$ cat src/rtl/seg_scan_arbiter.sv
// Four-digit seven-segment scan controller with two-port display arbitration.
// Optional leading-zero blanking is enabled by defining SEG_BLANK_EN.
`timescale 1ns/1ps
module seg_scan_arbiter #(
    parameter int CLK_DIV    = 50000,
    parameter int STARVE_LIM = 8
) (
    input  logic        clk,
    input  logic        rst,
    input  logic        req0,
    input  logic [15:0] data0,
    input  logic        req1,
    input  logic [15:0] data1,
    output logic        ack0,
    output logic        ack1,
    output logic [3:0]  AN,
    output logic [3:0]  smallbin,
    output logic [1:0]  owner,
    output logic        frame_done
);

    localparam int              PW   = $clog2(CLK_DIV);
    localparam logic [PW-1:0]   PMAX = PW'(CLK_DIV - 1);
    localparam logic [7:0]      WLIM = 8'(STARVE_LIM);

    logic [PW-1:0] pcnt;
    logic [1:0]    ptr;
    logic [7:0]    wait1;
    logic [15:0]   shown;

    logic          tick;
    logic          boundary;
    logic          force1;
    logic          gnt0;
    logic          gnt1;
    logic          blank;
    logic [15:0]   shown_nxt;
    logic [3:0]    nib;
    logic [3:0]    an_sel;

    // Arbitration resolves before the nibble mux so digit 0 of a new frame
    // already carries the newly granted value.
    always_comb begin
        tick      = (pcnt == PMAX);
        boundary  = tick && (ptr == 2'd0);
        force1    = req1 && (wait1 == WLIM);
        gnt1      = boundary && (force1 || (req1 && !req0));
        gnt0      = boundary && !force1 && req0;
        shown_nxt = gnt1 ? data1 : (gnt0 ? data0 : shown);

        nib    = shown_nxt[3:0];
        an_sel = 4'b1110;
        case (ptr)
            2'd0: begin nib = shown_nxt[3:0];   an_sel = 4'b1110; end
            2'd1: begin nib = shown_nxt[7:4];   an_sel = 4'b1101; end
            2'd2: begin nib = shown_nxt[11:8];  an_sel = 4'b1011; end
            default: begin nib = shown_nxt[15:12]; an_sel = 4'b0111; end
        endcase

        blank = 1'b0;
`ifdef SEG_BLANK_EN
        case (ptr)
            2'd1:    blank = (shown_nxt[15:4]  == 12'h000);
            2'd2:    blank = (shown_nxt[15:8]  == 8'h00);
            2'd3:    blank = (shown_nxt[15:12] == 4'h0);
            default: blank = 1'b0;
        endcase
`endif
    end

    always_ff @(posedge clk) begin
        if (rst) begin
            pcnt       <= '0;
            ptr        <= 2'd0;
            wait1      <= 8'd0;
            shown      <= 16'h0000;
            AN         <= 4'b1111;
            smallbin   <= 4'h0;
            owner      <= 2'b00;
            ack0       <= 1'b0;
            ack1       <= 1'b0;
            frame_done <= 1'b0;
        end else begin
            ack0       <= gnt0;
            ack1       <= gnt1;
            frame_done <= tick && (ptr == 2'd3);
            pcnt       <= tick ? '0 : pcnt + PW'(1);

            if (tick) begin
                AN       <= blank ? 4'b1111 : an_sel;
                smallbin <= nib;
                ptr      <= ptr + 2'd1;
            end

            if (boundary) begin
                shown <= shown_nxt;
                if (gnt1)
                    owner <= 2'b10;
                else if (gnt0)
                    owner <= 2'b01;
                // wait1 counts consecutive boundaries at which port 1 was denied.
                if (req1 && !gnt1)
                    wait1 <= (wait1 == WLIM) ? wait1 : wait1 + 8'd1;
                else
                    wait1 <= 8'd0;
            end
        end
    end

endmodule

$ cat config.mk
export PLATFORM = sky130hd
export DESIGN_NAME = seg_scan_arbiter
export DESIGN_NICKNAME = d
export VERILOG_FILES = /design/src/rtl/seg_scan_arbiter.sv
export SDC_FILE = /design/constraint.sdc
export NUM_CORES = 1
export LEC_CHECK = 0
export ABC_AREA = 1
export CORE_MARGIN = 4
export CORE_UTILIZATION = 45
export DETAILED_ROUTE_END_ITERATION = 10
export GPL_TIMING_DRIVEN = 0
export PLACE_DENSITY = 0.73
export SLEW_MARGIN = 0
export SYNTH_ARGS = -nofsm -noshare
export SYNTH_HDL_FRONTEND = slang
export SYNTH_SLANG_ARGS = --single-unit
$ cat constraint.sdc
create_clock -name clk -period 1.79 [get_ports clk]
set_input_delay 0.179 -clock clk [delete_from_list [all_inputs] [get_ports clk]]
set_output_delay 0.179 -clock clk [all_outputs]
set_load 0.05 [all_outputs]
# [Yosys cells after proc, flatten, opt, wreduce, memory -nomap -nowiden]
# Index checks and enable logic that the tools add are counted.
[totals] wordCells=44 in_bits=36 regBits=55
[op_classes] muxes=8 n_reduce_logical=17 add_sub_neg=3 n_eq_ne=6
[ops] operator="2-to-1 mux 16 bit" count=2
[ops] operator="case mux 4 bit (3 select lines)" count=2
[ops] operator="adder 16 x 1 -> 16 bit, second input constant" count=1
[ops] operator="== test 16 bit, second input constant" count=1
[ops] operator="2-to-1 mux 8 bit" count=2
[ops] operator="adder 8 x 1 -> 8 bit, second input constant" count=1
[ops] operator="== test 8 x 4 -> 1 bit, second input constant" count=1
[ops] operator="logical AND 1 bit" count=8
[ops] operator="== test 2 bit, second input constant" count=2
[ops] operator="2-to-1 mux 2 bit" count=2
[ops] operator="AND reduction 2 bit" count=2
[ops] operator="logical NOT 1 bit" count=3
[ops] operator="adder 2 x 1 -> 2 bit, second input constant" count=1
[ops] operator="== test 2 x 1 -> 1 bit, second input constant" count=1
[ops] operator="logical NOT 2 bit" count=1
[ops] operator="inequality test 2 bit, second input constant" count=1
[ops] operator="nonzero test 2 bit" count=1
[ops] operator="OR reduction 2 bit" count=1
[ops] operator="logical OR 1 bit" count=1

# [Depth between registers and ports, before layout]
[logic_depth] ltp_word=8 mapped_depth=14

# [Worst setup path before layout]
# No wires, ideal clock.
[synth_path] path_type="register to register" start="register ptr[0]" end="register smallbin[3]" slack_ps=-136 period_less_slack_ps=1926 n_path_buf=2 t_arrival_ps=1809 path_stages_with_launch=13 path_cell_list="dfxtp_1 inv_1 ha_1 buf_4 inv_1 nor2_8 nand2_4 clkbuf_1 nand3_1 nand3_1 nand2_1 o21ai_1 nand2_1"
[synth_via] elab_chain_cells=7 elab_cells_between_ends=10 classes_between="2 x eq/ne; 3 x mux; 5 x reduce/logical"
[synth_lines] item="start: declaration" line_no="27" text="logic [1:0] ptr;"
[synth_lines] item="start signal: assignment" line_no="92" text="ptr <= ptr + 2'd1;"
[synth_lines] item="logical NOT 2 bit" line_no="45, 53"
[synth_lines] item="logical AND 1 bit" line_no="45" text="boundary = tick && (ptr == 2'd0);"
[synth_lines] item="logical AND 1 bit (2 in series)" line_no="48" text="gnt0 = boundary && !force1 && req0;"
[synth_lines] item="2-to-1 mux 16 bit (2 in series)" line_no="49" text="shown_nxt = gnt1 ? data1 : (gnt0 ? data0 : shown);"
[synth_lines] item="case mux 4 bit (3 select lines) *" line_no="53" text="case (ptr)"
[synth_lines] item="end signal: assignment" line_no="91" text="smallbin <= nib;"
[synth_lines] item="end: declaration" line_no="17" text="output logic [3:0] smallbin,"
# Mark *: on every way between the ends. The rest lies on a longest branch, timed or not.
# A chain may end at the register's enable or synchronous reset.

# [Worst setup path in the final report]
[layout_path] start="register wait1[0]" end="register smallbin[3]"
[layout_via] elab_chain_cells=8 elab_cells_between_ends=10 classes_between="1 x eq/ne; 3 x mux; 6 x reduce/logical"
[layout_lines] item="start: declaration" line_no="28" text="logic [7:0] wait1;"
[layout_lines] item="start signal: assignment" line_no="103" text="wait1 <= (wait1 == WLIM) ? wait1 : wait1 + 8'd1;"
[layout_lines] item="== test 8 x 4 -> 1 bit *" line_no="46" text="force1 = req1 && (wait1 == WLIM);"
[layout_lines] item="logical AND 1 bit *" line_no="46"
[layout_lines] item="logical NOT 1 bit" line_no="48"
[layout_lines] item="logical AND 1 bit (2 in series)" line_no="48"
[layout_lines] item="2-to-1 mux 16 bit" line_no="49"
[layout_lines] item="2-to-1 mux 16 bit *" line_no="49"
[layout_lines] item="case mux 4 bit (3 select lines) *" line_no="53"
# Marked as above.

==> impl_metrics.csv <==
group,metric,value,unit
worst_setup_path,crit_path_top_delay_cell,"dfxtp_2",
floorplan,io_pins,49,
worst_setup_path,crit_path_end_kind,"flip-flop",
power_and_ir_drop,leakage,0.00157,uW
clocking,ctsRootBufferMaster,"clkbuf_8",
clocking,clk_latency,0.31,ns
worst_setup_path,r2r-end,"smallbin[3]",
sta,worst_slack,-0.101,ns
route,viasPerCell,5.04,
clocking,clkSlewWorstSetupHoldPaths,0.09,ns
run_status,status,"finished, violations left",
worst_setup_path,r2r_start,"wait1[0]",
route,vias,2730,
route,drtAntennaViolNets,0,
worst_setup_path,path_depth,13,
sta,setup_viol,5,
synth,ys_warn_count,0,
worst_setup_path,crit_fanout,5,
route,drt_wl_total,6920,um
clocking,holdBufCountCts,0,
place,dpl.hpwl,4990,um
layout,n_antenna_cell,0,
layout,area_delta_synth_final,34.7,%
global_route,grt_usage,0.185,
synth,yosysSeqAreaShare,0.396,
global_route,grtUsageMet1,0.256,
run_status,violations,"negative setup slack",
power_and_ir_drop,irDropWorstVdd,397,uV
synth,synth-async-reset-ratio,0,
global_route,grt.busiest_layer,"met2",
layout,post-route-cell-area,3740,um2
global_route,antenna_found_initial,0,
min_path,holdPathEnd,"smallbin[1]",
layout,layout_commonest_cell,"nand2_1",
synth,synthesis.instances,400,
synth,synth_area_per_cell,6.95,um2
floorplan,row_count,28,
min_path,min-delay-start,"smallbin[1]",
layout,finalNonFillerCells,542,
place,placed_cells,523,
route,drc,0,
floorplan,dieArea,7500,um2
global_route,grt_use_met3,0.0314,
clocking,cts_buffers,5,
synth,synth_area_leader_cell,"dfxtp_1",
sta,finalMaxSlewViolations,0,
global_route,overflow,0,
worst_setup_path,slowest_delay,0.34,ns
place,place_congestion,0.840,
worst_setup_path,crit_buf_inv,3,
sta,fmax,529,MHz
worst_setup_path,regToRegSetupSlack,-0.10,ns
min_path,hold_class,"flip-flop to flip-flop",
global_route,grt_pass1_vias,2560,
layout,drive_above_1_share,0.197,
sta,finalCriticalPeriod,1.89,ns
worst_setup_path,crit_type,"flip-flop to flip-flop",
worst_setup_path,startpoint,"wait1[0]",
route,drt_iter0_drc,100,
worst_setup_path,critPathArrivalTime,2.10,ns
worst_setup_path,start_kind,"flip-flop",
synth,synth.area.top_cells,"dfxtp_1 40%, nand2_1 13%, nand3_1 8.3%, inv_1 6.5%, nor2_1 6.3%",
global_route,grt_pass1_wl,11200,um
sta,rsz0062_at_grt,"yes",
power_and_ir_drop,p_per_area,570,nW/um2
synth,synth_edf_count,0,
clocking,cts.path.max_buffers,2,
sta,tightest_slew,0.739,ns
worst_setup_path,crit_required,2.00,ns
synth,syn_area,2780,um2
floorplan,coreArea,5960,um2
route,wl_per_cell,12.8,um
synth,synth_seq_cells,55,
floorplan,die_y,86.6,um
layout,most-common-layout-cells,"88 x nand2_1, 48 x clkdlybuf4s50_1, 44 x dfxtp_1",
clocking,cts_tree,"built",
clocking,cts.sinks,55,
synth,synth_top_area_share,0.396,
min_path,hold_depth,2,
synth,synth_fp_nets,447,
place,port_buffers,48,
sta,skew,0.00385,ns
worst_setup_path,critical_path.top_delay_family,"simple AND/OR/NAND/NOR gates",
sta,hold_viol_final,0,
layout,nets,513,
floorplan,die_x,86.6,um
place,post_dp_cell_area,3360,um2
flow_run,drv_cap,0,
sta,period_share,1.06,
synth,synthDistinctLibCells,33,
synth,synth-main-ff-cell,"dfxtp_1",
worst_setup_path,reg2regPathDepth,13,
worst_setup_path,crit_chain,"inv_2 -> ha_4 -> nand2_2 -> inv_2 -> nand4_1 -> o21ai_4 -> nand2_4 -> buf_6 -> or2_1 -> nand3_1 -> nand2_1 -> o21ai_1 -> nand2_1",
sta,max_slew_margin,0.506,
route,drtPass1Iterations,4,
clocking,htree_levels,2,
floorplan,start_util,0.467,
global_route,grtUsageMet2,0.292,
global_route,grt_max_degree,16,
[flip-flops by register name, indices dropped and copies added, names as in the netlist]
name        cells
frame_done      1
ack0            1
wait1           8
ack1            1
pcnt           16
shown          16
owner           2
ptr             2
AN              4
smallbin        4
[synthesized netlist by cell type (all sizes together) (3+ instances only)]
| cell | count |
|---|---|
| nand2 | 99 |
| dfxtp | 55 |
| nor2 | 53 |
| inv | 49 |
| nand3 | 47 |
| a21oi | 24 |
| o21ai | 18 |
| or2 | 14 |
| ha | 11 |
| nor3 | 6 |
| clkbuf | 5 |
| nand4 | 3 |
| nor3b | 3 |
[cell type report]
cell class | count | area (um2)
Timing Repair Buffer | 59 | 579
Buffer | 6 | 42.5
Sequential cell | 55 | 1120
Fill cell | 540 | 2210
Inverter | 50 | 194
Multi-Input combinational cell | 289 | 1620
Tap cell | 75 | 93.8
Clock buffer | 8 | 100
[worst max-delay path by stage]
stage,end,slack [ns]
after floorplan,smallbin[0],0.0003
after global placement,wait1[3],-0.28
after detailed placement,wait1[3],-0.31
after CTS,smallbin[3],-0.12
after global routing,smallbin[3],-0.21
final,smallbin[3],-0.10
[through the flow]
stage          TNS [ns]  total power (uW)  hold WS, ns  worst slack (ns)   util
2_1_floorplan         0              1300        0.349          0.000306      -
3_3_place_gp      -3.70              1390        0.430            -0.277  0.565
3_5_place_dp      -4.68              1390        0.450            -0.309  0.565
4_1_cts          -0.463              2140        0.464            -0.121  0.608
5_1_grt           -1.77              2210        0.487            -0.207  0.629
6_report         -0.348              2130        0.462            -0.101  0.629
[power by group]
group / total, uW / switching, uW / internal, uW
Combinational: 150 / 61.2 / 88.7
Clock: 751 / 397 / 354
Sequential: 1230 / 5.98 / 1230
Total: 2130 / 464 / 1670
[routing by layer]
layer | routed length (um) | up-vias
li1 | - | 1402
met1 | 3300 | 1265
met2 | 3180 | 54
met3 | 300 | 9
met4 | 128 | 0
met5 | 0 | -
[worst register-to-register path, cell delays in order (launching register included)]
cell and delay (ns):
dfxtp_2 0.34, inv_2 0.07, ha_4 0.13, nand2_2 0.05, inv_2 0.06, nand4_1 0.17, o21ai_4 0.17, nand2_4 0.11
buf_6 0.14, or2_1 0.24, nand3_1 0.07, nand2_1 0.07, o21ai_1 0.13, nand2_1 0.06
[kinds of logic after synthesis]
group / synth area share
AND/OR/NAND/NOR: 0.375
XOR/XNOR: 0.00946
flip-flops: 0.396
adder cells (fa/ha/maj): 0.0495
AO/OA/AOI/OAI: 0.0883
buffers and inverters: 0.0815
[repair_timing]
action,in CTS,in global routing
buffers inserted,6,4
pin swaps,5,22
setup endpoints to repair,47,44
gates resized for setup,27,37
gates cloned,2,0
Power figures use the tool's default switching activity.
